### src/rtl/emitter_pkg.sv
// Shared types and constants for the overlap-add emitter.
// Window, hop and sample geometry plus the controller state encoding.
package emitter_pkg;

  localparam int ADDR_W  = 12;
  localparam int HOP_W   = 10;
  localparam int DATA_W  = 16;
  localparam int WIN_LEN = 1 << ADDR_W;
  localparam int HOP_LEN = 1 << HOP_W;

  typedef logic [ADDR_W-1:0] addr_t;
  typedef logic signed [DATA_W-1:0] sample_t;

  typedef enum logic [2:0] {
    CLEAR,
    IDLE,
    ACCUM,
    FLUSH,
    DRAIN,
    DONE
  } emit_state_t;

  localparam addr_t LAST_WIN = addr_t'(WIN_LEN - 1);
  localparam addr_t LAST_HOP = addr_t'(HOP_LEN - 1);

  localparam sample_t SAMPLE_MAX = sample_t'(32767);
  localparam sample_t SAMPLE_MIN = sample_t'(-32768);

endpackage

### src/rtl/overlap_emitter_sat_add16.sv
// Saturating signed 16-bit adder used in the accumulate write stage.
// Widens to 17 bits and clamps on overflow instead of wrapping.
module sat_add16
  import emitter_pkg::*;
(
  input  sample_t a,
  input  sample_t b,
  output sample_t y
);

  logic [DATA_W:0] s;

  always_comb begin
    s = {a[DATA_W-1], a} + {b[DATA_W-1], b};
    unique case (s[DATA_W:DATA_W-1])
      2'b01:   y = SAMPLE_MAX;
      2'b10:   y = SAMPLE_MIN;
      default: y = sample_t'(s[DATA_W-1:0]);
    endcase
  end

endmodule

### src/rtl/overlap_emitter.sv
// Overlap-add accumulator controller: sums each stitched window into
// the ring, then streams out and zeroes the completed hop.
module overlap_emitter
  import emitter_pkg::*;
(
  input  logic                     clk,
  input  logic                     reset,
  input  logic                     go_in,
  input  logic [1:0]               window_start,
  output logic [ADDR_W-1:0]        in_buf_addr,
  input  logic signed [DATA_W-1:0] in_buf_data,
  output logic [ADDR_W-1:0]        acc_rd_addr,
  input  logic signed [DATA_W-1:0] acc_rd_data,
  output logic [ADDR_W-1:0]        acc_wr_addr,
  output logic signed [DATA_W-1:0] acc_wr_data,
  output logic                     acc_wren,
  output logic signed [DATA_W-1:0] out_sample,
  output logic                     out_valid,
  input  logic                     out_ready,
  output logic                     busy,
  output logic                     done,
  output logic                     overrun
);

  emit_state_t state, next;

  addr_t   idx;
  addr_t   base;
  addr_t   a1;
  logic    v1;
  logic    fresh;
  sample_t hold_q;
  sample_t sum;
  logic    hs;

  assign hs          = out_valid & out_ready;
  assign in_buf_addr = idx;
  assign acc_rd_addr = base + idx;

  // First valid cycle passes RAM data straight through; later cycles hold it.
  assign out_sample = !out_valid ? '0 :
                      fresh      ? acc_rd_data : hold_q;

  sat_add16 u_sat (
    .a (acc_rd_data),
    .b (in_buf_data),
    .y (sum)
  );

  always_ff @(posedge clk) begin
    if (reset) state <= CLEAR;
    else       state <= next;
  end

  always_comb begin
    next = state;
    unique case (state)
      CLEAR: if (idx == LAST_WIN) next = IDLE;
      IDLE:  if (go_in) next = ACCUM;
      ACCUM: if (idx == LAST_WIN) next = FLUSH;
      FLUSH: if (idx == addr_t'(1)) next = DRAIN;
      DRAIN: if (hs && idx == LAST_HOP) next = DONE;
      DONE:  next = IDLE;
      default: next = CLEAR;
    endcase
  end

  always_ff @(posedge clk) begin
    if (reset) begin
      idx         <= '0;
      base        <= '0;
      a1          <= '0;
      v1          <= 1'b0;
      fresh       <= 1'b0;
      hold_q      <= '0;
      acc_wr_addr <= '0;
      acc_wr_data <= '0;
      acc_wren    <= 1'b0;
      out_valid   <= 1'b0;
      busy        <= 1'b0;
      done        <= 1'b0;
      overrun     <= 1'b0;
    end else begin
      busy     <= !(next inside {IDLE, DONE});
      done     <= (next == DONE);
      v1       <= (state == ACCUM);
      a1       <= acc_rd_addr;
      fresh    <= 1'b0;
      acc_wren <= 1'b0;
      if (go_in && state != IDLE) overrun <= 1'b1;
      if (fresh) hold_q <= acc_rd_data;
      // Read-modify-write retires two cycles after the address issue.
      if (v1) begin
        acc_wren    <= 1'b1;
        acc_wr_addr <= a1;
        acc_wr_data <= sum;
      end
      unique case (state)
        CLEAR: begin
          acc_wren    <= 1'b1;
          acc_wr_addr <= idx;
          acc_wr_data <= '0;
          idx         <= idx + addr_t'(1);
        end
        IDLE: begin
          if (go_in) begin
            base <= {window_start, {HOP_W{1'b0}}};
            idx  <= '0;
          end
        end
        ACCUM: idx <= idx + addr_t'(1);
        FLUSH: idx <= idx[0] ? '0 : idx + addr_t'(1);
        DRAIN: begin
          if (!out_valid) begin
            out_valid <= 1'b1;
            fresh     <= 1'b1;
          end else if (out_ready) begin
            out_valid   <= 1'b0;
            acc_wren    <= 1'b1;
            acc_wr_addr <= acc_rd_addr;
            acc_wr_data <= '0;
            idx         <= idx + addr_t'(1);
          end
        end
        default: ;
      endcase
    end
  end

endmodule

### config.mk
export PLATFORM = sky130hd
export DESIGN_NAME = overlap_emitter
export DESIGN_NICKNAME = d
export VERILOG_FILES = /design/src/rtl/emitter_pkg.sv /design/src/rtl/overlap_emitter_sat_add16.sv /design/src/rtl/overlap_emitter.sv
export SDC_FILE = /design/constraint.sdc
export NUM_CORES = 1
export LEC_CHECK = 0
export ABC_AREA = 1
export BUFFER_PORTS_ARGS = -buffer_cell sky130_fd_sc_hd__buf_2
export CAP_MARGIN = 25
export CELL_PAD_IN_SITES_DETAIL_PLACEMENT = 2
export CELL_PAD_IN_SITES_GLOBAL_PLACEMENT = 2
export CORE_MARGIN = 4
export CORE_UTILIZATION = 26
export CTS_CLUSTER_DIAMETER = 80
export CTS_CLUSTER_SIZE = 30
export DETAILED_ROUTE_END_ITERATION = 8
export HOLD_SLACK_MARGIN = 0.02
export PLACE_DENSITY_LB_ADDON = 0.1
export SLEW_MARGIN = 20
export SYNTH_ARGS = -nofsm -noshare
export SYNTH_HDL_FRONTEND = slang
export SYNTH_SLANG_ARGS = --single-unit
### constraint.sdc
create_clock -name clk -period 2.7 [get_ports clk]
set_input_delay 0.27 -clock clk [delete_from_list [all_inputs] [get_ports clk]]
set_output_delay 0.27 -clock clk [all_outputs]
set_load 0.02 [all_outputs]
; ---- After elaboration in Yosys (flattened, before gate mapping)
; Index checks and enable logic that the tools add are counted.
[op_classes]
reduce_logical = 10
n_mux = 29
bitwise_logic = 2
n_addsub = 3
eq_ne = 16
[ops]
columns = op, n
row1 = 2-to-1 mux 12 bit, 7
row2 = 2-to-1 mux 16 bit, 5
row3 = one-hot mux 16 bit (2 select lines), 2
row4 = one-hot mux 12 bit (4 select lines), 1
row5 = one-hot mux 12 bit (2 select lines), 1
row6 = one-hot mux 3 bit (6 select lines), 1
row7 = adder 16 x 16 -> 17 bit, 1
row8 = 2-to-1 mux 3 bit, 5
row9 = adder 12 x 1 -> 12 bit (second input constant), 1
row10 = adder 12 bit, 1
row11 = == test 12 x 1 -> 1 bit (second input constant), 1
row12 = == test 12 x 10 -> 1 bit (second input constant), 1
row13 = == test 12 bit (second input constant), 1
row14 = == test 3 bit (second input constant), 3
row15 = == test 3 x 1 -> 1 bit (second input constant), 2
row16 = == test 3 x 2 -> 1 bit (second input constant), 2
row17 = 2-to-1 mux 1 bit, 6
row18 = != test 2 bit (second input constant), 3
row19 = AND reduction 4 bit, 1
row20 = nonzero test 4 bit, 1
row21 = OR reduction 2 bit, 2
row22 = logical NOT 3 bit, 1
row23 = != test 3 x 1 -> 1 bit (second input constant), 1
row24 = == test 2 x 1 -> 1 bit (second input constant), 1
row25 = other kinds (8), 9
[word_totals]
output_inout_bits = 73
ff_bits = 80
wordCells = 74
inputBits = 38

; ---- Depth between registers and ports, before layout
; Gate-level depths: netlist of run 1.
[depth]
ltp_word = 7
depth_mapped = 16
mapped_depth_nobuf = 16

; ---- Hierarchy
; Synthesis of run 1 repeated with hierarchy kept, for this count alone.
[unflattened]
hier_cells = 682
hier_area_um2 = 4606.9
[modules_own_cells]
columns = mod, area_per_inst_um2, n_inst, seq_area_each_um2, cells_per_inst
row1 = overlap_emitter, 3418.3, 1, 1601.5, 453
row2 = sat_add16, 1188.6, 1, 0.0, 229

; ---- Worst setup path after synthesis of run 1
; No wires, ideal clock.
[synth_path]
kind = input to register
startpoint = input in_buf_data[0]
endpoint = register acc_wr_data[7]
arrival_time_ns = 2.432
required_time_ns = 2.578
cell_stages = 15
n_path_buf = 1
slack_ns = 0.147
path_cell_list = ha_1 > fa_1 > nand2_1 > nand2_1 > o21ai_0 > o21ai_1 > nand2_1 > nand2_1 > nand2_1 > a22oi_2 > ha_1 > inv_1 > a21oi_1 > buf_2 > a21oi_1
[synth_between]
elab_chain_cells = 7
elab_cells_between_ends = 8
classes_between = add/sub: 1 / eq/ne: 2 / mux: 5
[synth_rtl]
columns = element, line_no
row1 = start: declaration, overlap_emitter.sv:11  ; input logic signed [DATA_W-1:0] in_buf_data,
row2 = adder 16 x 16 -> 17 bit *, overlap_emitter_sat_add16.sv:14  ; s = {a[DATA_W-1], a} + {b[DATA_W-1], b};
row3 = == test 2 bit or == test 2 x 1 -> 1 bit (tied branches), overlap_emitter_sat_add16.sv:15  ; unique case (s[DATA_W:DATA_W-1])
row4 = one-hot mux 16 bit (2 select lines) *, overlap_emitter_sat_add16.sv:15
row5 = 2-to-1 mux 16 bit *, overlap_emitter.sv:93  ; if (v1) begin
row6 = 2-to-1 mux 16 bit, overlap_emitter.sv:117  ; end else if (out_ready) begin
row7 = 2-to-1 mux 16 bit, overlap_emitter.sv:114  ; if (!out_valid) begin
row8 = one-hot mux 16 bit (2 select lines) *, overlap_emitter.sv:98  ; unique case (state)
row9 = end signal: assignment, overlap_emitter.sv:96  ; acc_wr_data <= sum;
row10 = end: declaration, overlap_emitter.sv:15  ; output logic signed [DATA_W-1:0] acc_wr_data,
; Every way passes the cells marked *; elsewhere a longest branch is shown, timed or not.
; A chain may end at the register's enable or synchronous reset.

; ---- Worst setup path in the final report of run 1
[layout_path]
startpoint = input in_buf_data[0]
endpoint = register acc_wr_data[8]
; Same word-level chain as after synthesis.

==> summary.txt, run 1 <==
Maximum count of clock buffers along a single path -> 2
Launch point of the worst path -> in_buf_data[0]
CP arrival -> 2.63 ns
Share of the core filled with cells in the final layout -> 33.2%
Count of cell types in the netlist -> 43
Seq/Total Area, Yosys -> 37.1%
CTS Sinks -> 80
Maximum number of pins on one net before global-route repair -> 37
Placed Area -> 5030 um^2
Peak supply drop -> 0.274 mV
Synth top area share -> 37.1%
Area contributors post-synth -> sky130_fd_sc_hd__dfxtp_1 37%, sky130_fd_sc_hd__nor2_1 8.9%, sky130_fd_sc_hd__nand2_1 8.4%, sky130_fd_sc_hd__ha_1 6.4%, sky130_fd_sc_hd__o21ai_0 5.8%
Final setup margin -> 0.345 ns
Fraction of final layout cells sized beyond drive strength 1 -> 24.5%
Time the final worst path needs with I/O delays and setup -> 2.36 ns
Clock-pin slew reported for the worst setup and hold paths after clock tree synthesis -> 0.07 ns
Pre-CTS setup slack -> -0.0242 ns
CP max stage delay -> 0.42 ns
Number of max-cap violations -> 0
Layout overhead on the synthesized area -> 23.5%
Die extent in x -> 137 um
Part of the power in combinational logic -> 15.0%
Smallest hold slack -> 0.153 ns
Via count normalized by instance count -> 4.72
Number of buffers created by CTS -> 9
Switch Pwr -> 874 uW
Power Internal -> 2.12 mW
Final hold violations -> 0
Count of buffers inserted at the top-level ports -> 110
Max Fclk -> 425 MHz
Hold-fix buffer count after cts -> 0
Flip-flop and latch count after synthesis -> 80
Final-layout fill cell count -> 1905
Power per cell area -> 560 nW/um^2
Average cell area after synthesis -> 7.25 um^2
Total global routing track utilization -> 17.6%
Outcome -> complete, no violations
Crit Path Max Fanout -> 6
Routed WL -> 16000 um
Setup slack of the most critical reg-to-reg path -> 0.87 ns
Total iterations of the first detailed-routing run -> 4
Initial core utilization -> 26.9%
Floorplan die height -> 137 um
Startpoint class of the critical path -> input port
Wire length of the first global-routing pass -> 25700 um
DRC -> 0
Ant diodes -> 0
I/O pin cnt -> 111
Latest clock arrival within the worst-skew pair -> 0.35 ns
Worst-path cell chain -> buf_2 > ha_1 > fa_1 > nand2_1 > nand2_1 > o21ai_0 > o21ai_1 > nand2_1 > nand2_1 > nand2_1 > a22oi_2 > ha_1 > inv_1 > buf_4 > a21oi_1 > o21ai_0 > a21oi_1
Number of violations reported at the end of detailed-routing iteration 0 -> 134
Total Die Area -> 18700 um^2
Filler-free cell count of the finished design -> 917
Count of mapped cells out of synthesis -> 596
Worst Setup End Kind -> flop
Via count of the first global-routing pass -> 4829
Hold wc startpoint -> window_start[0]
Count of flip-flops with a built-in enable after synthesis -> 0
DP HPWL -> 12700 um
Kind of path behind the tightest hold check -> in2reg
Post-layout net count -> 757
Gpl congestion -> 0.815
Crit Path Category -> in2reg
Library cell used as clock root buffer -> sky130_fd_sc_hd__clkbuf_16
Top cell type by total area after synthesis -> sky130_fd_sc_hd__dfxtp_1
Worst slew margin -> 57.6%
Initial antenna violation count -> 0
Remaining number of nets flagged by the antenna check after routing -> 0
Top library cells by usage in the layout, fill and taps aside -> 110 x sky130_fd_sc_hd__buf_2, 102 x sky130_fd_sc_hd__nor2_1, 97 x sky130_fd_sc_hd__nand2_1
Area of all placed cells without fillers -> 5340 um^2
Unrepaired setup endpoints after global routing -> false
Top flip-flop cell by instance count after synthesis -> sky130_fd_sc_hd__dfxtp_1
Most common cell after layout, fill and taps aside -> sky130_fd_sc_hd__buf_2
Per-cell routed wire length -> 17.4 um
Cell row count -> 46
Post-Syn Area -> 4320 um^2
Yosys warning total -> 0
Cell with the most instances on the worst path -> sky130_fd_sc_hd__nand2_1
DR vias -> 4325
Placeable core area -> 16100 um^2
Leakage power -> 2.60 nW
Relative contribution of sequential cells to total power -> 40.6%
Number of setup violations in the final report -> 0
Data required, critical path -> 2.98 ns
Period utilisation layout -> 87.2%
CTS tree -> built
Switching power share of the total -> 29.2%
Part of the power in the clock network -> 44.4%
Critical-path cell with the highest stage delay -> sky130_fd_sc_hd__fa_1
Final setup TNS -> 0 ns
Worst reg2reg startpoint -> out_valid$_SDFFE_PP0P_
Placed Instances -> 901
Remaining Overflow, GRT -> 0
Final Max Slew Viols -> 0
Setup skew after layout -> 0.00997 ns
Number of gates resized after cts -> 0
Max H-tree Level -> 3
Worst-margin pin slew -> 0.632 ns
Proportion of synthesized flip-flops having asynchronous set or reset -> 0%
Buffers inserted during post-CTS setup optimization -> 0
Final Total Pwr -> 2.99 mW
Syn nets -> 657
## synth_stat cells (all sizes together) (3+ instances only)
cell type and instances:
ha 22, clkbuf 8, or2 4, buf 20, mux2i 16, o22ai 5
o21ai 54, dfxtp 80, inv 60, nand2 106, and2 3, nor2 112
a31oi 4, a21oi 45, nor3 9, nand3 25
## power groups by stage
stage	Combinational, mW	Sequential (mW)	Clock, mW
2_1_floorplan	0.271	1.26	0
3_3_place_gp	0.442	1.24	0
3_5_place_dp	0.459	1.24	0
4_1_cts	0.462	1.22	1.37
5_1_grt	0.512	1.22	1.44
6_report	0.450	1.21	1.33
## registers in the layout, summed over array words and instances, names as in the netlist
register	flops
in_buf_addr	12
done	1
state	3
a1	12
acc_wr_addr	12
overrun	1
busy	1
base	2
acc_wren	1
v1	1
hold_q	16
out_valid	1
acc_wr_data	16
fresh	1
## logic make-up after synthesis
| family | Yosys count | share of synthesized area [%] |
|---|---|---|
| buffers and inverters | 90 | 9.29 |
| AND/OR/NAND/NOR | 265 | 27.4 |
| XOR/XNOR | 2 | 0.405 |
| flip-flops | 80 | 37.1 |
| multiplexers | 16 | 3.71 |
| AO/OA/AOI/OAI | 120 | 15.3 |
| adder cells (fa/ha/maj) | 23 | 6.83 |
## worst max-delay path, delay by kind of cell
family | cells | cell delay (ns)
buf+inv | 3 | 0.31
compound gates | 6 | 0.68
simple gates | 5 | 0.43
fa+ha+maj | 3 | 0.94
## area by class of cell
cell class	instances	area [um^2]	share of cell area, %
Multi-Input combinational cell	426	2320	43.4
Sequential cell	80	1600	30.0
Timing Repair Buffer	117	603	11.3
Tap cell	216	270	5.06
Clock buffer	10	239	4.48
Inverter	62	234	4.38
Clock inverter	6	72.6	1.36
## routing by layer
layer | wire length, um | GRT usage, %
met1 | 7190 | 21.8
met2 | 8070 | 31.6
met3 | 569 | 3.46
met4 | 160 | 3.88
met5 | 0 | 0
## path summary, 6_finish.rpt
check / end / cells past startpoint
worst max-delay path: acc_wr_data[8]$_SDFF_PP0_ / 17
worst max register to register: acc_wr_addr[8]$_SDFF_PP0_ / 9
worst min-delay path: base[10]$_SDFFE_PP0P_ / 3
worst min register to register: base[11]$_SDFFE_PP0P_ / 2
No activity file was read; power rests on OpenSTA's default activity.
==> inputs of run 2 (changes only) <==
- CORE_ASPECT_RATIO: default -> 1.75
==> run 2 against run 1 <==
Net effect:
- worst hold slack gained 0.0017 ns
- worst setup slack worse by 0.00070 ns
- register-to-register slack got worse by 0.17 ns
- maximum frequency barely moved
- sequential share of layout area decreased by 0.18 points
- critical path depth decreased by 1
- clock power down 3%
- final cell count up 1.3%
- critical path type unchanged
- largest power group unchanged
- highest routed layer unchanged
==> summary.txt, run 2 (synthesis gave the netlist of run 1 again) <==
Worst slew margin -> 58.7% (+1.1 points)
Outcome -> complete, no violations
Filler-free cell count of the finished design -> 929 (+1.3%)
Maximum count of clock buffers along a single path -> 2 (unchanged)
DP HPWL -> 13100 um (+3.3%)
Die extent in x -> 105 um (-23%)
Via count of the first global-routing pass -> 4914 (+1.8%)
Data required, critical path -> 2.92 ns (-0.06 ns)
Number of gates resized after cts -> 0 (unchanged)
Setup skew after layout -> 0.0116 ns (+0.00166 ns)
I/O pin cnt -> 111 (unchanged)
Leakage power -> 2.60 nW (about the same)
Max Fclk -> 424 MHz (about the same)
Endpoint, Worst Hold -> base[10]$_SDFFE_PP0P_
CTS tree -> built
DRC -> 0 (unchanged)
Unrepaired setup endpoints after global routing -> false
Clock-pin slew reported for the worst setup and hold paths after clock tree synthesis -> 0.06 ns (about the same)
Gpl congestion -> 0.779 (-4.4%)
Worst Setup End Kind -> flop
Critical-path cell with the highest stage delay -> sky130_fd_sc_hd__fa_1
Hold wc startpoint -> window_start[0]
Per-cell routed wire length -> 17.7 um (+1.5%)
Final Max Slew Viols -> 0 (unchanged)
Library cell used as clock root buffer -> sky130_fd_sc_hd__clkbuf_16
Initial antenna violation count -> 0 (unchanged)
Setup slack of the most critical reg-to-reg path -> 0.70 ns (-0.17 ns)
Power per cell area -> 554 nW/um^2 (-1.2%)
Critical R2R Capture -> done$_SDFF_PP0_
Initial core utilization -> 26.4% (-0.51 points)
Cell with the most instances on the worst path -> sky130_fd_sc_hd__nand2_1
Post-layout net count -> 761 (+0.53%)
Number of buffers created by CTS -> 9 (unchanged)
Kind of path behind the tightest hold check -> in2reg
Max H-tree Level -> 3 (unchanged)
Fraction of final layout cells sized beyond drive strength 1 -> 25.0% (+0.43 points)
Worst reg2reg startpoint -> in_buf_addr[0]$_SDFFE_PP0P_
Layout overhead on the synthesized area -> 24.3%
Most common cell after layout, fill and taps aside -> sky130_fd_sc_hd__buf_2
Hold-fix buffer count after cts -> 0 (unchanged)
Final-layout fill cell count -> 1987 (+4.3%)
Cell row count -> 62 (+35%)
CP arrival -> 2.58 ns (-0.05 ns)
Sequential standard cell area -> 1600 um^2 (unchanged)
Count of buffers inserted at the top-level ports -> 110 (unchanged)
Remaining number of nets flagged by the antenna check after routing -> 0 (unchanged)
CTS Sinks -> 80 (unchanged)
Latest clock arrival within the worst-skew pair -> 0.35 ns (about the same)
Total Die Area -> 18800 um^2 (+0.43%)
Placed Instances -> 913 (+1.3%)
Wire length of the first global-routing pass -> 26100 um (+1.5%)
Cell family contributing the most delay on the critical path -> adder cells
Period utilisation layout -> 87.3% (about the same)
Routed WL -> 16400 um (+2.8%)
DR vias -> 4385 (+1.4%)
Via count normalized by instance count -> 4.72 (about the same)
Footprint of the multi-input gates -> 2320 um^2 (unchanged)
Top library cells by usage in the layout, fill and taps aside -> 110 x sky130_fd_sc_hd__buf_2, 102 x sky130_fd_sc_hd__nor2_1, 97 x sky130_fd_sc_hd__nand2_1
Ant diodes -> 0 (unchanged)
Startpoint class of the critical path -> input port
Total global routing track utilization -> 17.9% (+0.23 points)
Number of max-cap violations -> 0 (unchanged)
Floorplan die height -> 179 um (+30%)
Maximum number of pins on one net before global-route repair -> 41 (+11%)
Number of violations reported at the end of detailed-routing iteration 0 -> 67 (-50%)
Worst-path cell chain -> buf_2 > ha_1 > fa_1 > nand2_1 > nand2_1 > o21ai_0 > o21ai_1 > nand2_1 > nand2_1 > nand2_1 > a22oi_2 > ha_1 > inv_1 > a21oi_1 > buf_4 > a21oi_1
Peak supply drop -> 0.249 mV (-8.9%)
Hold Path Depth -> 3 (unchanged)
Remaining Overflow, GRT -> 0 (unchanged)
Worst-margin pin slew -> 0.615 ns (-0.0165 ns)
Time the final worst path needs with I/O delays and setup -> 2.36 ns (+0.000695 ns)
Placeable core area -> 16400 um^2 (+1.9%)
CP max stage delay -> 0.41 ns (about the same)
Final hold violations -> 0 (unchanged)
Number of setup violations in the final report -> 0 (unchanged)
Crit Path Category -> in2reg
Total iterations of the first detailed-routing run -> 4 (unchanged)
Registers with the highest flip-flop counts -> acc_wr_data: 16 flops, hold_q: 16 flops
Path depth of the worst reg2reg path -> 8 (-1)
Crit Path Max Fanout -> 15 (+9)
Buffers inserted during post-CTS setup optimization -> 0 (unchanged)
Smallest hold slack -> 0.155 ns (+0.00167 ns)
Critical path buffer and inverter count -> 3 (unchanged)
run 2: how the worst max path moves through the flow:
stage,startpoint,endpoint,slack [ns],cells after the start
after CTS,in_buf_data[0],acc_wr_data[13]$_SDFF_PP0_,0.31,16
after floorplan,in_buf_data[0],acc_wr_data[7]$_SDFF_PP0_,0.15,15
after detailed placement,in_buf_data[0],acc_wr_data[4]$_SDFF_PP0_,-0.01,16
final,in_buf_data[0],acc_wr_data[13]$_SDFF_PP0_,0.34,16
after global routing,in_buf_data[0],acc_wr_data[4]$_SDFF_PP0_,0.08,16
after global placement,in_buf_data[0],acc_wr_data[3]$_SDFF_PP0_,0.05,16
run 2: final cells by class:
| cell class | count | area share, % |
|---|---|---|
| clock buffers | 9 | 4.19 |
| clock inverters | 7 | 1.47 |
| inverters | 62 | 4.36 |
| multi-input cells | 426 | 43.2 |
| flip-flops and latches | 80 | 29.8 |
| well taps | 224 | 5.22 |
| repair buffers | 121 | 11.8 |
run 2: layer usage:
| layer | vias to the layer above | global-route usage, % | share of wire (%) |
|---|---|---|---|
| met5 | - | 0 | 0 |
| met4 | 0 | 6.46 | 2.3 |
| met3 | 19 | 2.75 | 2.3 |
| met2 | 63 | 37.6 | 60 |
| met1 | 2159 | 16.8 | 35 |
| li1 | 2144 | - | - |
run 2: worst min-delay path, stage by stage:
cell                     delay [ns]
sky130_fd_sc_hd__buf_2         0.08
sky130_fd_sc_hd__nor2_1        0.03
sky130_fd_sc_hd__nor2_1        0.08
run 2: power breakdown:
group | switching (mW) | leakage, nW | internal [mW]
Clock | 0.564 | 0.139 | 0.726
Combinational | 0.296 | 1.82 | 0.170
Sequential | 0.0206 | 0.647 | 1.20
run 2: stage by stage:
| stage | worst slack, ns | util [%] | area [um^2] | power, mW | setup TNS (ns) |
|---|---|---|---|---|---|
| global route | 0.0772 | 32.8 | 5370 | 3.13 | 0 |
| detailed placement | -0.0130 | 31.0 | 5070 | 1.72 | -0.0426 |
| global placement | 0.0512 | 31.0 | 5070 | 1.70 | 0 |
| CTS | 0.314 | 32.8 | 5370 | 3.03 | 0 |
| finish | 0.344 | 32.8 | 5370 | 2.97 | 0 |
| floorplan | 0.147 | - | 4320 | 1.53 | 0 |
